<file path="config.mk">
export PLATFORM = sky130hd
export DESIGN_NAME = logicunit_bist_flat
export DESIGN_NICKNAME = d
export VERILOG_FILES = /design/src/rtl/logicunit_bist_pkg.sv /design/src/rtl/logicunit_bist_if.sv /design/src/rtl/logicunit_bist_expect.sv /design/src/rtl/logicunit_bist.sv /design/src/flat_wrapper.sv
export SDC_FILE = /design/constraint.sdc
export NUM_CORES = 1
export LEC_CHECK = 0
export CAP_MARGIN = 20
export CELL_PAD_IN_SITES_DETAIL_PLACEMENT = 0
export CELL_PAD_IN_SITES_GLOBAL_PLACEMENT = 1
export CORE_ASPECT_RATIO = 1.75
export CORE_MARGIN = 2
export CORE_UTILIZATION = 36
export DETAILED_ROUTE_END_ITERATION = 10
export MAX_ROUTING_LAYER = met4
export PLACE_DENSITY_LB_ADDON = 0.1
export REMOVE_ABC_BUFFERS = 1
export SETUP_SLACK_MARGIN = 0.5
export SYNTH_ARGS = -nofsm -noshare
export SYNTH_HDL_FRONTEND = slang
export SYNTH_SLANG_ARGS = --single-unit
</file>
<file path="constraint.sdc">
create_clock -name clock -period 2.6 [get_ports clock]
set_clock_uncertainty 0.1 [all_clocks]
set_input_delay 0.39 -clock clock [delete_from_list [all_inputs] [get_ports clock]]
set_output_delay 0.39 -clock clock [all_outputs]
set_load 0.03 [all_outputs]
</file>
<file path="src/rtl/logicunit_bist_pkg.sv">
// rtl/logicunit_bist_pkg.sv - shared state encodings, opcodes and vector constants for the logic-unit BIST
package logicunit_bist_pkg;

    typedef enum logic [1:0] {
        ST_IDLE = 2'd0,
        ST_RUN  = 2'd1,
        ST_DONE = 2'd2
    } bist_state_t;

    localparam logic [1:0] OP_AND = 2'd0;
    localparam logic [1:0] OP_OR  = 2'd1;
    localparam logic [1:0] OP_NOR = 2'd2;
    localparam logic [1:0] OP_XOR = 2'd3;

    localparam logic [3:0] IDX_FIRST = 4'd0;
    localparam logic [3:0] IDX_LAST  = 4'd15;

endpackage

</file>
<file path="src/rtl/logicunit_bist_if.sv">
// rtl/logicunit_bist_if.sv - BIST control/status and logic-unit operand bundle
interface logicunit_bist_if #(
    parameter int ERR_W = 5
);
    logic             start;
    logic             dut_a;
    logic             dut_b;
    logic [1:0]       dut_control;
    logic             dut_out;
    logic             busy;
    logic             done;
    logic             pass;
    logic [ERR_W-1:0] err_count;
    logic             fail_valid;
    logic [3:0]       first_fail;

    // master is the BIST engine; slave is the host plus the unit under test
    modport master (
        input  start, dut_out,
        output dut_a, dut_b, dut_control, busy, done, pass,
               err_count, fail_valid, first_fail
    );

    modport slave (
        output start, dut_out,
        input  dut_a, dut_b, dut_control, busy, done, pass,
               err_count, fail_valid, first_fail
    );
endinterface

</file>
<file path="src/rtl/logicunit_bist_expect.sv">
// rtl/logicunit_bist_expect.sv - golden combinational result of the logic unit for one vector
module logicunit_expect
    import logicunit_bist_pkg::*;
(
    input  logic       a,
    input  logic       b,
    input  logic [1:0] control,
    output logic       expected
);

    always_comb begin
        expected = 1'b0;
        case (control)
            OP_AND:  expected = a & b;
            OP_OR:   expected = a | b;
            OP_NOR:  expected = ~(a | b);
            OP_XOR:  expected = a ^ b;
            default: expected = 1'b0;
        endcase
    end

endmodule

</file>
<file path="src/rtl/logicunit_bist.sv">
// rtl/logicunit_bist.sv - exhaustive 16-vector self test of a 2-input, 4-opcode logic unit
module logicunit_bist
    import logicunit_bist_pkg::*;
#(
    parameter int ERR_W = 5
) (
    input  logic                 clock,
    input  logic                 reset,
    logicunit_bist_if.master     bus
);

    bist_state_t      r_state;
    bist_state_t      w_state_nxt;
    logic [3:0]       r_idx;
    logic [3:0]       w_idx_nxt;
    logic [ERR_W-1:0] r_err_count;
    logic [ERR_W-1:0] w_err_count_nxt;
    logic             r_fail_valid;
    logic             w_fail_valid_nxt;
    logic [3:0]       r_first_fail;
    logic [3:0]       w_first_fail_nxt;
    logic             w_expected;
    logic             w_mismatch;

    // The operands are the index itself, so the driven vector always equals r_idx
    logicunit_expect u_expect (
        .a        (r_idx[0]),
        .b        (r_idx[1]),
        .control  (r_idx[3:2]),
        .expected (w_expected)
    );

    assign w_mismatch = (bus.dut_out != w_expected);

    always_ff @(posedge clock) begin
        if (!reset) begin
            r_state      <= ST_IDLE;
            r_idx        <= IDX_FIRST;
            r_err_count  <= '0;
            r_fail_valid <= 1'b0;
            r_first_fail <= 4'd0;
        end else begin
            r_state      <= w_state_nxt;
            r_idx        <= w_idx_nxt;
            r_err_count  <= w_err_count_nxt;
            r_fail_valid <= w_fail_valid_nxt;
            r_first_fail <= w_first_fail_nxt;
        end
    end

    always_comb begin
        w_state_nxt      = r_state;
        w_idx_nxt        = r_idx;
        w_err_count_nxt  = r_err_count;
        w_fail_valid_nxt = r_fail_valid;
        w_first_fail_nxt = r_first_fail;
        case (r_state)
            ST_IDLE, ST_DONE: begin
                if (bus.start) begin
                    w_state_nxt      = ST_RUN;
                    w_idx_nxt        = IDX_FIRST;
                    w_err_count_nxt  = '0;
                    w_fail_valid_nxt = 1'b0;
                    w_first_fail_nxt = 4'd0;
                end
            end
            ST_RUN: begin
                if (w_mismatch) begin
                    // At most 16 mismatches per pass, so an ERR_W >= 5 counter cannot wrap
                    w_err_count_nxt = r_err_count + {{(ERR_W-1){1'b0}}, 1'b1};
                    if (!r_fail_valid) begin
                        w_fail_valid_nxt = 1'b1;
                        w_first_fail_nxt = r_idx;
                    end
                end
                if (r_idx == IDX_LAST) begin
                    w_state_nxt = ST_DONE;
                end else begin
                    w_idx_nxt = r_idx + 4'd1;
                end
            end
            default: begin
                w_state_nxt = ST_IDLE;
            end
        endcase
    end

    assign bus.dut_a       = r_idx[0];
    assign bus.dut_b       = r_idx[1];
    assign bus.dut_control = r_idx[3:2];
    assign bus.busy        = (r_state == ST_RUN);
    assign bus.done        = (r_state == ST_DONE);
    assign bus.pass        = (r_state == ST_DONE) && (r_err_count == '0);
    assign bus.err_count   = r_err_count;
    assign bus.fail_valid  = r_fail_valid;
    assign bus.first_fail  = r_first_fail;

endmodule

</file>
<file path="src/flat_wrapper.sv">
// flat-port wrapper written by rule: the top's interface ports become plain ports
module logicunit_bist_flat import logicunit_bist_pkg::*;
#(
    parameter int ERR_W = 5
)
  (clock, reset, bus_start, bus_dut_out, bus_dut_a, bus_dut_b, bus_dut_control, bus_busy, bus_done, bus_pass, bus_err_count, bus_fail_valid, bus_first_fail);
  logicunit_bist_if #(.ERR_W(ERR_W)) bus_i ();
  input  logic clock;
  input  logic reset;
  input wire logic [$bits(bus_i.start)-1:0] bus_start;
  input wire logic [$bits(bus_i.dut_out)-1:0] bus_dut_out;
  output wire logic [$bits(bus_i.dut_a)-1:0] bus_dut_a;
  output wire logic [$bits(bus_i.dut_b)-1:0] bus_dut_b;
  output wire logic [$bits(bus_i.dut_control)-1:0] bus_dut_control;
  output wire logic [$bits(bus_i.busy)-1:0] bus_busy;
  output wire logic [$bits(bus_i.done)-1:0] bus_done;
  output wire logic [$bits(bus_i.pass)-1:0] bus_pass;
  output wire logic [$bits(bus_i.err_count)-1:0] bus_err_count;
  output wire logic [$bits(bus_i.fail_valid)-1:0] bus_fail_valid;
  output wire logic [$bits(bus_i.first_fail)-1:0] bus_first_fail;
  assign bus_i.start = bus_start;
  assign bus_i.dut_out = bus_dut_out;
  assign bus_dut_a = bus_i.dut_a;
  assign bus_dut_b = bus_i.dut_b;
  assign bus_dut_control = bus_i.dut_control;
  assign bus_busy = bus_i.busy;
  assign bus_done = bus_i.done;
  assign bus_pass = bus_i.pass;
  assign bus_err_count = bus_i.err_count;
  assign bus_fail_valid = bus_i.fail_valid;
  assign bus_first_fail = bus_i.first_fail;
  logicunit_bist #(.ERR_W(ERR_W)) u_core (.clock(clock), .reset(reset), .bus(bus_i));
endmodule
</file>
==> out/metrics.cfg, run 1 <==
[synthesis]
synthFlopType = dfxtp_1
synth_enable_flop_cells = 0
async_flop_share_pct = 0
synth_area_um2 = 891
syn_avg_cell_area_um2 = 9.09
netlist_top_cells_area = dfxtp_1 (36%), ha_1 (5.6%), nor2b_1 (4.2%), a22o_1 (3.9%), nand3_1 (3.9%)
yosys_warnings = 0
synth_commonest_cells = dfxtp_1 (16), nand2_1 (9), nand3_1 (7)
syn_inst = 98
yosysTopAreaCell = dfxtp_1
ys_ff_latch = 16
synth_top_area_share_pct = 36.0
synth.most_common_cell = dfxtp_1
synth_cell_types = 36
seq_area_frac_synth_pct = 36.0

[routing]
drt_iter0_drc = 11
firstDrtPassIters = 6
avgRoutedWirePerCell_um = 13.5
ant_nets = 0
vias = 773
wirelength_mm = 2.00
drc = 0
via_per_inst = 5.22

[finish]
fin_cells = 148
seq_area_um2 = 324
final_nets = 132
final_core_util_pct = 51.4
antenna_cells = 0
drive_gt1_share_pct = 15.4
area_delta_synth_final_pct = 34.4
fill_cells = 234
multi_input_area_um2 = 537

[floorplanning]
die_h_um = 69.8
die_area_mm2 = 0.00290
core_area_mm2 = 0.00233
floorplan.initialDensity_pct = 38.2
num_rows = 23
pin_count = 21
die_w_um = 41.6

[critical_path]
max_stage_delay_ns = 0.74
cp_top_family = buffers and inverters
setup.worst_path.end_class = output port
worst-path-buf-inv = 1
crit_fanout = 9
crit_type = flip-flop to output port
path_cells = clkdlybuf4s50_1
worstSetupStartpointType = flip-flop
cp_slowest_cell = clkdlybuf4s50_1
crit_arrival_ns = 1.54
cp.required_ns = 2.11

[sta]
hold_viol_final = 0
rsz0062_at_grt = false
final_max_slew_viol_count = 0
setup_viol = 0
fin_crit_ns = 2.03
fin_ws_ns = 0.571
finalCritPeriodShare_pct = 78.0
relSlewSlack_pct = 69.0
setup_tns_ns = 0
tightest_slew_ns = 0.458
clock.fmax_ghz = 0.493

[placed_design]
finalWeightedCongestion = 0.717
numPortBuffers = 20
pre_cts_ws_ns = 0.346
dp_hpwl_mm = 1.59
dpl.cell_count = 142

[global_route]
grt_pass1_wl_mm = 3.51
grt_usage_pct = 15.7
grt_overflow = 0
grt_max_degree = 14
antenna_found_initial = 0
first_global_vias = 766

[clock_network]
cts_buffers = 3
cts.sinks = 16
insertion_delay_ns = 0.25
clk_pin_slew_ns = 0.07
tritoncts = yes
cts.htree.levels = 1
clock-root-buffer = clkbuf_8
clockBufferDepth = 2

[power]
pwr_density_cell_mw_per_mm2 = 470
seqPwrFrac_pct = 45.4
pwr-share-clk_pct = 39.8
p_comb_share_pct = 14.8
switching_power_uw = 142
switching_share_pct = 25.3
vdd_drop_max_v = 0.000261
p_total_uw = 563
p_leak_uw = 0.000456
internal-power_uw = 420

[flow_run]
cap_violations = 0

[hold_path]
hold_class = flip-flop to flip-flop

[status]
outcome = completed

[layer usage]
layer,vias up,track usage [%],share of wire [%]
li1,392,-,-
met1,359,17.0,41
met2,17,27.8,54
met3,5,2.34,2.5
met4,0,6.45,1.7
met5,-,-,0
[power by group through the flow]
stage	Clock (uW)	Combinational [uW]	Sequential, uW
final	224	83.2	256
after global routing	235	90.2	256
after CTS	227	82.5	256
after detailed placement	0	78.8	262
after global placement	0	78.2	262
after floorplan	0	38.4	269
[sequential cells by signal, summed over array words and instances, names as in the netlist]
name                   count
u_core.bus.err_count       5
u_core.bus.fail_valid      1
u_core.bus.first_fail      4
u_core.r_state             2
u_core.r_idx               4
[kinds of logic (layout without fill, tap and decap cells)]
group	count (synthesis)	count (layout)	synth area share [%]
xor gates and xnor gates	1	1	0.983
adders and majority gates	4	4	5.62
buffers and inverters	9	34	5.48
AOI/OAI and AO/OA	20	20	15.4
DFF	16	16	36.0
muxes	2	2	3.65
and+or+nand+nor	46	46	32.9
[cell usage in the layout, fill, tap and decap left out, types with 4 or more instances in the layout]
cell type and n:
a22o_1 4, buf_4 4, clkbuf_8 4, clkdlybuf4s50_1 18
dfxtp_1 15, inv_1 6, nand2_1 9, nand2b_1 4
nand3_1 7, nor2b_1 6, o21ai_0 5
[layout make-up]
cell class / count / share of cell area [%]
Tap cell: 25 / 2.61
Sequential cell: 16 / 27.1
Timing Repair Buffer: 24 / 19.0
Multi-Input combinational cell: 73 / 44.8
Inverter: 6 / 1.88
Clock buffer: 4 / 4.60
[final timing paths]
check	startpoint	endpoint	slack (ns)	cells past startpoint
worst min-delay path	u_core.bus.first_fail[2]	u_core.bus.first_fail[2]	0.38	1
worst min register to register	u_core.bus.first_fail[2]	u_core.bus.first_fail[2]	0.38	1
worst max-delay path	u_core.r_idx[2]	bus_dut_control[0]	0.57	1
worst max register to register	u_core.r_idx[0]	u_core.bus.err_count[1]	0.59	8
[stage by stage]
step | hold slack (ns) | cell area, um2
6_report | 0.377 | 1200
5_1_grt | 0.395 | 1200
4_1_cts | 0.383 | 1180
3_5_place_dp | 0.368 | 1110
3_3_place_gp | 0.358 | 1110
2_1_floorplan | 0.412 | 865
[what timing repair did]
| action | CTS | global route |
|---|---|---|
| setup buffers | 2 | 0 |
| gates cloned | 0 | 0 |
| endpoints found under the setup margin | 6 | 6 |
| resized for setup | 4 | 3 |
| hold buffers | 0 | 0 |
| pin swaps | 1 | 0 |
No activity file was read; power rests on OpenSTA's default activity.
==> run 2: changes to the inputs <==
- CORE_UTILIZATION: 36 -> 32
- clock period: 2.6 -> 1.8 ns (I/O delays scaled with it)
==> run 2 against run 1 <==
  * The flow now finishes with violations (negative setup slack)
  * Sequential power is 43% higher
  * Non-clock buffer count is 19 higher
  * Critical path depth is 7 higher
  * Via count is 11% higher
  * Clock-buffer cell count stayed put
  * Largest cell class unchanged
==> out/metrics.cfg, run 2 (synthesis gave the netlist of run 1 again) <==
[routing]
drc = 0  ; unchanged
drt-met1-wl_um = 904  ; +9.0%
avgRoutedWirePerCell_um = 13.6  ; +0.78%
top_layer = met4
via_per_inst = 5.07  ; -2.9%
wl_met3_um = 62  ; +22%
vias = 857  ; +11%
wl_met2_mm = 1.31  ; +21%
wirelength_mm = 2.30  ; +15%
ant_nets = 0  ; unchanged
firstDrtPassIters = 4  ; -2
drt_iter0_drc = 7  ; -4

[global_route]
first_global_vias = 825  ; +7.7%
grt_usage_pct = 15.8  ; +0.089 points
grt_pass1_wl_mm = 3.70  ; +5.3%
antenna_found_initial = 0  ; unchanged
grt_max_degree = 10  ; -4
grt_overflow = 0  ; unchanged

[hold_path]
hold_class = flip-flop to flip-flop
hold_depth = 1  ; unchanged

[critical_path]
crit_arrival_ns = 1.96  ; +0.42 ns
cp_slowest_cell = dfxtp_2
path_cells = inv_2, ha_4, mux2i_1, buf_4, mux2i_4, nand3_4, and3b_4, a22o_1
r2r_setup_slack_ns = -0.12  ; -0.71 ns
worst-path-buf-inv = 2  ; +1
cp_top_family = multiplexers
crit_cells = 8  ; +7
max_stage_delay_ns = 0.33  ; -0.41 ns
setup.worst_path.end_class = flip-flop
crit_type = flip-flop to flip-flop
crit_fanout = 6  ; -3
cp.required_ns = 1.84  ; -0.27 ns
reg2regPathDepth = 8  ; unchanged
worstSetupStartpointType = flip-flop

[sta]
final_max_slew_viol_count = 0  ; unchanged
hold_viol_final = 0  ; unchanged
setup_tns_ns = -0.536  ; -0.536 ns
setup_viol = 8  ; +8
relSlewSlack_pct = 69.2  ; +0.16 points
rsz0062_at_grt = true
clock.fmax_ghz = 0.520
finalCritPeriodShare_pct = 107
fin_ws_ns = -0.122  ; -0.693 ns
tightest_slew_ns = 0.456  ; -0.00232 ns
fin_crit_ns = 1.92

[status]
outcome = finished, violations left
failed_checks = negative setup slack

[finish]
largest_reg_flops = 5  ; unchanged
area_delta_synth_final_pct = 62.6
stdcell_area_mm2 = 0.00145  ; +21%
fill_cells = 259  ; +11%
layout_common_cells = buf_4 (21), buf_6 (10), nand2_1 (8)
final_common_cell = buf_4
antenna_cells = 0  ; unchanged
drive_gt1_share_pct = 55.6  ; +40 points
final_nets = 151  ; +14%

[power]
vdd_drop_max_v = 0.000333  ; +28%
p_leak_uw = 0.000593  ; +30%
pwr_density_cell_mw_per_mm2 = 589  ; +25%
p_total_uw = 854  ; +52%

[clock_network]
clockBufferDepth = 2  ; unchanged
cts_buffers = 3  ; unchanged
tritoncts = yes
clk_pin_slew_ns = 0.06  ; about the same
cts.sinks = 16  ; unchanged
clock-root-buffer = clkbuf_8
cts_hold_buf = 0  ; unchanged
cts.htree.levels = 1  ; unchanged
insertion_delay_ns = 0.25  ; about the same

[floorplanning]
die_w_um = 43.9  ; +5.5%
floorplan.initialDensity_pct = 33.1  ; -5.1 points
num_rows = 25  ; +8.7%
core_area_mm2 = 0.00269  ; +15%
die_area_mm2 = 0.00324  ; +12%
pin_count = 21  ; unchanged
die_h_um = 73.8  ; +5.7%

[placed_design]
placed_cell_area_mm2 = 0.00120  ; +8.1%
numPortBuffers = 20  ; unchanged
finalWeightedCongestion = 0.720  ; +0.33%
dp_hpwl_mm = 1.69  ; +6.4%

[flow_run]
cap_violations = 0  ; unchanged

## run 2: cell count changes in the layout (fill, tap and decap cells not counted), sizes merged
cell,delta
clkdlybuf4s15,+4
dlygate4sd2,-2
buf,+32
clkdlybuf4s50,-15
## run 2: where the power goes
group	switching, uW	internal (uW)	total (uW)
sequential	6.99	360	367
combinational	83.9	83.8	168
clock	125	194	319
## run 2: timing repair
| action | in CTS | in global routing |
|---|---|---|
| pin swaps | 12 | 2 |
| endpoints found under the setup margin | 32 | 26 |
| setup buffers | 7 | 2 |
| hold endpoints to repair | 0 | 0 |
| resized for setup | 113 | 18 |
## run 2: layer usage
layer | vias to the layer above | track usage (%)
li1 | 435 | -
met1 | 405 | 16.6
met2 | 15 | 27.9
met3 | 2 | 2.21
met4 | 0 | 7.74
met5 | - | -
## run 2: through the flow
stage / utilization, % / std cells / setup slack, ns / hold slack (ns)
after global placement: 44.7 / 156 / -0.267 / 0.365
final: 53.9 / 169 / -0.122 / 0.381
after detailed placement: 44.7 / 156 / -0.303 / 0.364
after CTS: 51.9 / 167 / -0.123 / 0.381
after floorplan: - / 95 / -0.478 / 0.292
after global routing: 53.9 / 169 / -0.211 / 0.399
## run 2: path summary, 6_finish.rpt
check | end | start
worst min-delay path | u_core.bus.first_fail[1] | u_core.bus.first_fail[1]
worst max-delay path | u_core.bus.first_fail[1] | u_core.r_idx[0]
worst min register to register | u_core.bus.first_fail[1] | u_core.bus.first_fail[1]
worst max register to register | u_core.bus.first_fail[1] | u_core.r_idx[0]
## run 2: worst reg2reg max path: cells and delay by family, from the launching register on
| kind | cells | cell delay (ns) |
|---|---|---|
| fa+ha+maj | 1 | 0.23 |
| mux | 2 | 0.38 |
| compound gates | 1 | 0.21 |
| flops | 1 | 0.33 |
| simple gates | 2 | 0.38 |
| buf+inv | 2 | 0.18 |
## run 2: cell type report
cell class	count	area (um2)	area share, %
multi-input cells	73	626	43.2
repair buffers	43	370	25.6
flip-flops and latches	16	339	23.4
clock buffers	4	55.1	3.80
well taps	27	33.8	2.33
inverters	6	25.0	1.73
